## src/rtl/vend_input_conditioner.sv

```systemverilog
// vend_input_conditioner: input front end for the vending FSM.
// Synchronizes and debounces the four board switches and the sensor button,
// turns the coin code into one fixed-length Coin_insert event per insertion,
// and reports an invalid coin code (11) on Coin_err.
// Optional build macro COIN_TOTAL_EN adds a saturating Coin_total[7:0] output
// that accumulates the value of every accepted coin event.
// The coin FSM state is kept in coin_state_q (typedef coin_state_e) so checkers
// can bind to it hierarchically.
module vend_input_conditioner #(
   parameter int unsigned DEBOUNCE_CYCLES = 1000000,
   parameter int unsigned PULSE_CYCLES    = 10000000,
   parameter int unsigned CNT_W           = 24
) (
   input  logic       CLK,
   input  logic       RST,
   input  logic [3:0] SW_raw,
   input  logic       BTN_raw,
   output logic [1:0] Coin_insert,
   output logic       C_A,
   output logic       S_A,
   output logic       BTN_sensor,
   output logic       BTN_rise,
   output logic       Coin_err
`ifdef COIN_TOTAL_EN
   ,
   output logic [7:0] Coin_total
`endif
);

   localparam logic [CNT_W-1:0] DEB_LAST   = CNT_W'(DEBOUNCE_CYCLES - 1);
   localparam logic [CNT_W-1:0] PULSE_LAST = CNT_W'(PULSE_CYCLES - 1);

   typedef enum logic [1:0] {
      IDLE     = 2'd0,
      PULSE    = 2'd1,
      WAIT_REL = 2'd2
   } coin_state_e;

   // Bit order everywhere: [1:0] coin code, [2] candy, [3] soda, [4] sensor.
   logic [4:0]            sync1_q, sync1_d;
   logic [4:0]            sync2_q, sync2_d;
   logic [4:0]            stable_q, stable_d;
   logic [4:0][CNT_W-1:0] cnt_q, cnt_d;
   logic                  rise_q, rise_d;

   coin_state_e           coin_state_q, coin_state_d;
   logic [CNT_W-1:0]      pcnt_q, pcnt_d;
   logic [1:0]            code_q, code_d;
   logic [1:0]            coin_q, coin_d;
   logic [1:0]            sc;

`ifdef COIN_TOTAL_EN
   logic [7:0]            total_q, total_d;
   logic [8:0]            total_sum;
`endif

   assign sc = stable_q[1:0];

   // Two-flop synchronizer on all five raw inputs.
   always_comb begin
      sync1_d = {BTN_raw, SW_raw};
      sync2_d = sync1_q;
   end

   // Per-bit debounce: a new synced value must persist DEBOUNCE_CYCLES cycles.
   always_comb begin
      stable_d = stable_q;
      cnt_d    = cnt_q;
      for (int i = 0; i < 5; i++) begin
         if (sync2_q[i] == stable_q[i]) begin
            cnt_d[i] = '0;
         end else if (cnt_q[i] == DEB_LAST) begin
            stable_d[i] = sync2_q[i];
            cnt_d[i]    = '0;
         end else begin
            cnt_d[i] = cnt_q[i] + CNT_W'(1);
         end
      end
      // Rise pulse lines up with the first cycle the stable sensor reads 1.
      rise_d = ~stable_q[4] & stable_d[4];
   end

   // Coin FSM: one fixed-length event per insertion, re-armed only by code 00.
   always_comb begin
      coin_state_d = coin_state_q;
      pcnt_d       = pcnt_q;
      code_d       = code_q;
`ifdef COIN_TOTAL_EN
      total_d      = total_q;
      total_sum    = {1'b0, total_q} + 9'(sc);
`endif
      case (coin_state_q)
         IDLE: begin
            if ((sc == 2'b01) || (sc == 2'b10)) begin
               code_d       = sc;
               pcnt_d       = '0;
               coin_state_d = PULSE;
`ifdef COIN_TOTAL_EN
               total_d      = total_sum[8] ? 8'hFF : total_sum[7:0];
`endif
            end
         end
         PULSE: begin
            // Changes of sc are ignored here; the latched code is held.
            if (pcnt_q == PULSE_LAST) begin
               pcnt_d       = '0;
               coin_state_d = WAIT_REL;
            end else begin
               pcnt_d = pcnt_q + CNT_W'(1);
            end
         end
         WAIT_REL: begin
            if (sc == 2'b00) begin
               coin_state_d = IDLE;
            end
         end
         default: begin
            coin_state_d = IDLE;
         end
      endcase
      // Output register follows the next state so it is high exactly while in PULSE.
      coin_d = (coin_state_d == PULSE) ? code_d : 2'b00;
   end

   // State registers; async active-low reset clears everything.
   always_ff @(posedge CLK or negedge RST) begin
      if (!RST) begin
         sync1_q      <= '0;
         sync2_q      <= '0;
         stable_q     <= '0;
         cnt_q        <= '0;
         rise_q       <= 1'b0;
         coin_state_q <= IDLE;
         pcnt_q       <= '0;
         code_q       <= 2'b00;
         coin_q       <= 2'b00;
`ifdef COIN_TOTAL_EN
         total_q      <= 8'd0;
`endif
      end else begin
         sync1_q      <= sync1_d;
         sync2_q      <= sync2_d;
         stable_q     <= stable_d;
         cnt_q        <= cnt_d;
         rise_q       <= rise_d;
         coin_state_q <= coin_state_d;
         pcnt_q       <= pcnt_d;
         code_q       <= code_d;
         coin_q       <= coin_d;
`ifdef COIN_TOTAL_EN
         total_q      <= total_d;
`endif
      end
   end

   assign Coin_insert = coin_q;
   assign C_A         = stable_q[2];
   assign S_A         = stable_q[3];
   assign BTN_sensor  = stable_q[4];
   assign BTN_rise    = rise_q;
   assign Coin_err    = (stable_q[1:0] == 2'b11);
`ifdef COIN_TOTAL_EN
   assign Coin_total  = total_q;
`endif

endmodule

```

## config.mk

```make
export PLATFORM = sky130hd
export DESIGN_NAME = vend_input_conditioner
export DESIGN_NICKNAME = d
export VERILOG_FILES = /design/src/rtl/vend_input_conditioner.sv
export SDC_FILE = /design/constraint.sdc
export NUM_CORES = 1
export LEC_CHECK = 0
export CORE_UTILIZATION = 50
export DETAILED_ROUTE_END_ITERATION = 10
export PLACE_DENSITY_LB_ADDON = 0.08
export SYNTH_ARGS = -nofsm -noshare
export SYNTH_HDL_FRONTEND = slang
export SYNTH_SLANG_ARGS = --single-unit
```

## constraint.sdc

```tcl
create_clock -name CLK -period 3.49 [get_ports CLK]
set_clock_uncertainty 0.2 [all_clocks]
set_input_delay 1.047 -clock CLK [delete_from_list [all_inputs] [get_ports CLK]]
set_output_delay 1.047 -clock CLK [all_outputs]
set_load 0.01 [all_outputs]
```

## After elaboration in Yosys (flattened, before gate mapping)

Index checks and enable logic that the tools add are counted.

- Register bits after elaboration: 166
- Output and inout port bits: 7
- Logic and storage cells: 78
- Bits of input ports: 7

- Bitwise gates (word level): 6
- $add $sub $neg: 6
- Reduce and logical (&&, ||, !) cells: 9
- Eq/ne operators: 18
- Muxes and demuxes: 22

Operators with widths:

| cell | number |
|---|---|
| $mux W24 | 12 |
| $add A24 B1 Y24 const B | 6 |
| $eq A24 B20 Y1 const B | 5 |
| $pmux W24 S2 | 1 |
| $eq A24 B24 Y1 const B | 1 |
| $mux W2 | 6 |
| $reduce_and A2 Y1 | 5 |
| $eq A2 B1 Y1 const B | 3 |
| $eq A2 B2 Y1 const B | 3 |
| $pmux W2 S3 | 1 |
| $eq A1 B1 Y1 | 5 |
| $not A1 Y1 | 5 |
| $logic_not A2 Y1 | 2 |
| $mux W1 | 2 |
| $ne A2 B2 Y1 const B | 1 |
| $reduce_bool A2 Y1 | 1 |
| $and A1 B1 Y1 | 1 |
| $logic_or A1 B1 Y1 | 1 |

## Longest topological paths before layout

Gate-level depths: netlist (run 1).

- Depth in word-level cells: 6
- Mapped depth: 8
- Mapped depth without buffers: 7

## Least setup slack after synthesis (run 1)

No wires, ideal clock.

- Path kind: register to register
- From: reg pcnt_q[0]
- To: reg pcnt_q[19]
- Period minus slack after synthesis: 2.225 ns
- Arrival: 1.907 ns
- Stages on the path, launching flop included: 9
- Setup slack: 1.265 ns
- Data required time: 3.172 ns
- Library setup time: 0.118 ns
- Buffers on the path: 2
- Cell sequence: dfrtp_1 > ha_1 > nand4_2 > or2_1 > o311a_1 > buf_6 > buf_6 > a21o_1 > a21o_1

- Word-level cells in the longest chain between the ends: 3
- Elaborated cells on any way between the ends: 4
- Classes of those cells: add/sub (1); eq/ne (1); mux (2)

RTL lines:

| element | line | source |
|---|---|---|
| from (decl) | 47 | `logic [CNT_W-1:0] pcnt_q, pcnt_d;` |
| from (signal assigned) | 147 | `pcnt_q <= pcnt_d;` |
| $add A24 B1 Y24 / $eq A24 B24 Y1 (equally long branches) | 109, 105 |  |
| $mux W24 (*) | 105 | `if (pcnt_q == PULSE_LAST) begin` |
| $pmux W24 S2 (*) | 92 | `case (coin_state_q)` |

Mark *: on every way between the ends. The rest lies on a longest branch, timed or not.
A chain may end at the register's enable or synchronous reset.

## Final worst setup path (run 1)

- From: reg stable_q[0]
- To: out Coin_err

- Word-level cells in the longest chain between the ends: 1

RTL lines:

| element | line | source |
|---|---|---|
| from (decl) | 42 | `logic [4:0] stable_q, stable_d;` |
| from (signal assigned) | 143 | `stable_q <= stable_d;` |
| $eq A2 B2 Y1 | 161 | `assign Coin_err = (stable_q[1:0] == 2'b11);` |
| to (decl) | 23 | `output logic Coin_err` |

No other way between the ends.

==> results of run 1 <==
metal layers:
metal  wire length [µm]  GRT usage
met5                  0          0
met4                150    0.05260
met3                421    0.04800
met2               6904     0.3180
met1               7214     0.2632
power groups by stage:
stage / logic, W / registers, W / clock network, W
final: 0.000103 / 0.00196 / 0.00194
after global routing: 0.000121 / 0.00196 / 0.00206
after CTS: 0.000109 / 0.00196 / 0.00199
after detailed placement: 0.000109 / 0.00200 / 0
after global placement: 0.000104 / 0.00200 / 0
after floorplan: 0.0000500 / 0.00199 / 0
metrics by stage:
| step | std cells | worst slack (ns) | hold slack [ns] |
|---|---|---|---|
| 2_1_floorplan | 806 | 1.265 | 0.1312 |
| 3_3_place_gp | 1008 | 0.8361 | 0.1334 |
| 3_5_place_dp | 1008 | 0.7666 | 0.1448 |
| 4_1_cts | 1040 | 0.6426 | 0.1552 |
| 5_1_grt | 1040 | 0.5915 | 0.1651 |
| 6_report | 1040 | 0.6740 | 0.1544 |
cell usage after synthesis, types with 2 or more instances:
cell,n,area share
nand2_1,54,0.025
or2_2,7,0.0055
a31oi_1,11,0.0086
a22o_1,8,0.0088
and4_1,12,0.013
nor3b_1,2,0.0019
mux2_2,6,0.0085
inv_1,19,0.0090
ha_1,8,0.013
o21ai_0,12,0.0075
xnor2_1,46,0.051
nand3b_1,2,0.0019
nand4_2,2,0.0031
a21o_1,6,0.0057
a21oi_1,6,0.0038
nand3_1,52,0.033
nand4_1,42,0.033
dfrtp_1,166,0.52
nor2b_1,2,0.0016
o31ai_1,2,0.0019
and3_1,16,0.013
xor2_1,72,0.079
nor2_1,153,0.072
or3_1,4,0.0031
clkbuf_1,11,0.0052
nor4b_1,8,0.0088
nor4_1,14,0.011
buf_2,13,0.0082
buf_4,2,0.0019
nor4_2,2,0.0031
a41oi_1,3,0.0033
nor3_1,22,0.014
and2_1,8,0.0063
buf_6,2,0.0028
critical path, stage by stage (launching register included):
cell and delay [ns]:
dfrtp_1 0.41, ha_1 0.20, clkdlybuf4s50_1 0.54
registers in the layout, indices dropped and copies added, names as in the netlist:
register,cells
Coin_insert,2
BTN_rise,1
cnt_q,120
sync2_q,5
sync1_q,5
code_q,2
coin_state_q,2
pcnt_q,24
stable_q,5
cell type report:
cell class | count | share of cell area
Clock buffer | 22 | 0.05332
Clock inverter | 10 | 0.01632
Inverter | 19 | 0.008019
Multi-Input combinational cell | 593 | 0.4043
Sequential cell | 166 | 0.4671
Tap cell | 211 | 0.02968
Timing Repair Buffer | 19 | 0.02124
worst max path at each step:
stage,start,endpoint,slack (ns)
after floorplan,pcnt_q[0],pcnt_q[19],1.27
after global placement,pcnt_q[0],pcnt_q[16],0.84
after detailed placement,pcnt_q[0],pcnt_q[16],0.77
after CTS,stable_q[0],Coin_err,0.64
after global routing,pcnt_q[0],pcnt_q[13],0.59
final,stable_q[0],Coin_err,0.67
logic make-up (layout without fill, tap and decap cells):
family / Yosys count / after routing / synth area share
AOI/OAI and AO/OA: 54 / 54 / 0.04603
xor gates and xnor gates: 118 / 118 / 0.1298
adders and majority gates: 8 / 8 / 0.01257
buffers and inverters: 47 / 70 / 0.02702
DFF: 166 / 166 / 0.5215
muxes: 6 / 6 / 0.008482
and+or+nand+nor: 407 / 407 / 0.2546
==> results.json, run 1 <==
{
  "htree_levels": 4,
  "n_antenna_cell": 0,
  "status": "finished, final reports clean",
  "drive_gt1_frac": 0.06755,
  "power.total_w": 0.004005,
  "cp.arrival_ns": 1.57,
  "utilization": 0.5786,
  "syn_area_um2": 7965,
  "first_pass_iters": 4,
  "crit_type": "reg -> out",
  "hp-start": "sync1_q[4]",
  "cap_violations": 0,
  "cp.required_ns": 2.24,
  "ant_nets": 0,
  "fin_crit_ns": 2.816,
  "holdPathStages": 0,
  "power.static_leakage_nw": 3.770,
  "layout_common_cells": "dfrtp_1 (166), nor2_1 (153), xor2_1 (72)",
  "r2r-start": "pcnt_q[0]",
  "core_um2": 15370,
  "cts_root_buf": "clkbuf_16",
  "synthesis.nets": 821,
  "grt_pass1_wl_um": 25830,
  "dpl_cell_area_um2": 8274,
  "vias": 5689,
  "ys_ff_latch": 166,
  "hold_end": "sync2_q[4]",
  "cts_sinks": 166,
  "antenna_found_initial": 0,
  "internal-power_w": 0.003159,
  "synth_flop_cell": "dfrtp_1",
  "ios": 14,
  "yosysSeqAreaShare": 0.5215,
  "multi_input_area_um2": 3596,
  "track_usage": 0.1963,
  "synth_enable_flop_cells": 0,
  "drt_iter0_markers": 296,
  "wl_um": 14690,
  "fin_crit_sh": 0.8069,
  "regArea_um2": 4154,
  "clockBufferDepth": 2,
  "rsz0062_at_grt": "false",
  "switching_share": 0.2114,
  "reg2reg_slack_ns": 0.75,
  "worst_r2r_path_depth": 7,
  "hold_viol": 0,
  "wl_per_cell_um": 14.13,
  "synthCells": 806,
  "slew_viol_final": 0,
  "row_count": 45,
  "maxSlewHeadroom": 0.4346,
  "cts_inserted_buffers": 17,
  "post-dp-hpwl_um": 9707,
  "place.gp.congestion": 0.7981,
  "critPathLaunchType": "flop",
  "finalSetupTns_ns": 0,
  "area_delta_synth_final_pct": 11.66,
  "clock_latency_ns": 0.42,
  "grt-ovfl-total": 0,
  "fp.dieArea_um2": 16440,
  "die_x_um": 128.2,
  "start_util": 0.5182,
  "nNetsFinal": 831,
  "async_flop_share": 1.000,
  "worst_setup_path_end_kind": "output port",
  "vdd_drop_max_v": 0.0004416,
  "die_y_um": 128.2,
  "cts_tree": "built",
  "portBuffers": 13,
  "final_common_cell": "dfrtp_1",
  "drc": 0,
  "grt_pass1_vias": 5544,
  "p_seq_frac": 0.490,
  "combPwrFrac": 0.026,
  "fill_cells": 1323,
  "post_cts_resized": 0,
  "hold_buffers": 0,
  "regToRegEndpoint": "pcnt_q[13]",
  "postCtsSetupBuffers": 0,
  "p_per_area_nw_per_um2": 450.3,
  "synth.distinct_cells": 45,
  "setup_viol": 0,
  "routed_via_density": 5.470,
  "min_path_type": "reg -> reg",
  "tightest_slew_ns": 0.8416,
  "p_clk_frac": 0.484,
  "yosys_warnings": 0,
  "switching_power_w": 0.0008465,
  "fmax_ghz": 0.3551,
  "stdcell_area_um2": 8894,
  "grt_start_max_net_pins": 73,
  "synth.avg_cell_area_um2": 9.882,
  "clkTransAtPathRegs_ns": 0.06,
  "cp_max_fo": 4
}
(Power assumes the default switching activity.)
==> inputs of run 2 (changes only) <==
==> constraint.sdc (replaced) <==
create_clock -name CLK -period 2.8 [get_ports CLK]
set_clock_uncertainty 0.2 [all_clocks]
set_input_delay 0.84 -clock CLK [delete_from_list [all_inputs] [get_ports CLK]]
set_output_delay 0.84 -clock CLK [all_outputs]
set_load 0.01 [all_outputs]
==> run 2 against run 1 <==
Compared with the run above:
- clock-buffer cell count decreased by 1
- critical path depth unchanged
- worst hold slack got worse by 0.090 ns
- sequential cell count stayed put
- total power grew 32%
- combinational power up 25%
- first-iteration DRC count increased by 29%
- non-clock buffer count increased by 8
- sequential power rose by 25%
- clock power increased by 40%
- worst setup slack lost 0.50 ns
==> results.json, run 2 (synthesis results as in run 1) <==
{
  "tightest_slew_ns": 0.7797,
  "die_y_um": 128.2,
  "place.gp.congestion": 0.8283,
  "routed_via_density": 5.490,
  "htree_levels": 4,
  "power.static_leakage_nw": 3.853,
  "vias": 5754,
  "cp_max_fo": 4,
  "cp.arrival_ns": 1.59,
  "hold_viol": 0,
  "dpl_cell_area_um2": 8334,
  "portBuffers": 13,
  "wl_per_cell_um": 14.41,
  "cts_root_buf": "clkbuf_16",
  "worst_setup_path_end_kind": "output port",
  "utilization": 0.5877,
  "first_pass_iters": 5,
  "final_common_cell": "dfrtp_1",
  "route.met2.wl_um": 7246,
  "grt_pass1_wl_um": 27050,
  "drive_gt1_frac": 0.07885,
  "critPathLaunchType": "flop",
  "layout_setup_ws_ns": 0.1735,
  "switching_power_w": 0.001055,
  "clockBufferDepth": 2,
  "min_path_type": "in -> async",
  "switching_share": 0.1996,
  "grt_pass1_vias": 5752,
  "maxSlewHeadroom": 0.4759,
  "clock_latency_ns": 0.43,
  "drt_iter0_markers": 382,
  "combPwrFrac": 0.024,
  "wl_um": 15110,
  "fin_crit_ns": 2.627,
  "die_x_um": 128.2,
  "status": "finished, final reports clean",
  "fin_crit_sh": 0.9380,
  "drc": 0,
  "fill_cells": 1321,
  "met1_length_um": 7163,
  "p_clk_frac": 0.513,
  "rsz0062_at_grt": "false",
  "layout_common_cells": "dfrtp_1 (166), nor2_1 (153), xor2_1 (72)",
  "n_antenna_cell": 0,
  "nNetsFinal": 839,
  "cp.required_ns": 1.76,
  "crit_type": "reg -> out",
  "cap_violations": 0,
  "grt_start_max_net_pins": 58,
  "slew_viol_final": 0,
  "ant_nets": 0,
  "r2r-start": "pcnt_q[0]",
  "regToRegEndpoint": "pcnt_q[3]",
  "clkTransAtPathRegs_ns": 0.06,
  "postCtsSetupBuffers": 0,
  "post-dp-hpwl_um": 10050,
  "ios": 14,
  "largest-register": "cnt_q",
  "worst_r2r_path_depth": 7,
  "core_um2": 15370,
  "vdd_drop_max_v": 0.0004292,
  "grt-ovfl-total": 0,
  "internal-power_w": 0.004229,
  "area_delta_synth_final_pct": 13.41,
  "track_usage": 0.2064,
  "cts_inserted_buffers": 17,
  "largest_reg_flops": 120,
  "post_cts_resized": 0,
  "reg2reg_slack_ns": 0.19,
  "p_per_area_nw_per_um2": 584.9,
  "cts_sinks": 166,
  "cts_tree": "built",
  "row_count": 45,
  "p_seq_frac": 0.463,
  "antenna_found_initial": 0,
  "fmax_ghz": 0.3807,
  "setup_viol": 0,
  "stdcell_area_um2": 9034,
  "finalSetupTns_ns": 0,
  "place_ws_ns": 0.2188,
  "hold_buffers": 0,
  "routed.top_layer": "met4",
  "fp.dieArea_um2": 16440,
  "whs_ns": 0.06473,
  "dr_wl_met3_um": 509,
  "top_regs": "cnt_q (120), pcnt_q (24)",
  "start_util": 0.5182
}
[run 2: worst max-delay path by stage]
stage,from,end,slack (ns)
floorplan,pcnt_q[0],pcnt_q[19],0.58
global placement,pcnt_q[0],pcnt_q[3],0.30
detailed placement,pcnt_q[0],pcnt_q[3],0.22
CTS,stable_q[0],Coin_err,0.13
global route,pcnt_q[0],pcnt_q[3],0.07
finish,stable_q[0],Coin_err,0.17
[run 2: stage by stage]
step,power (W),std cells
final,0.005284,1048
after floorplan,0.002548,806
after global placement,0.002620,1016
after CTS,0.005360,1048
after global routing,0.005491,1048
after detailed placement,0.002625,1016
[run 2: final cells by class]
cell class,count,area [µm²],area share
clock buffer,21,480.5,0.05319
clock inverter,11,219.0,0.02424
inverter,19,71.32,0.007895
multi-input combinational,593,3596,0.3981
sequential,166,4154,0.4598
tap,211,264.0,0.02922
timing repair buffer,27,249.0,0.02756
[run 2: routing by layer]
layer | vias up | track usage
li1 | 2817 | -
met2 | 88 | 0.3377
met1 | 2831 | 0.2693
met3 | 18 | 0.05092
met5 | - | 0
met4 | 0 | 0.06644
[run 2: critical path, stage by stage, from the launching register on]
cell and delay [ns]:
dfrtp_1 0.41, ha_1 0.21, clkdlybuf4s50_1 0.54
[run 2: power by group through the flow]
| stage | logic, W | registers [W] | clock network (W) |
|---|---|---|---|
| floorplan | 0.0000623 | 0.00249 | 0 |
| global placement | 0.000132 | 0.00249 | 0 |
| detailed placement | 0.000135 | 0.00249 | 0 |
| CTS | 0.000135 | 0.00245 | 0.00278 |
| global route | 0.000154 | 0.00245 | 0.00289 |
| finish | 0.000129 | 0.00245 | 0.00271 |
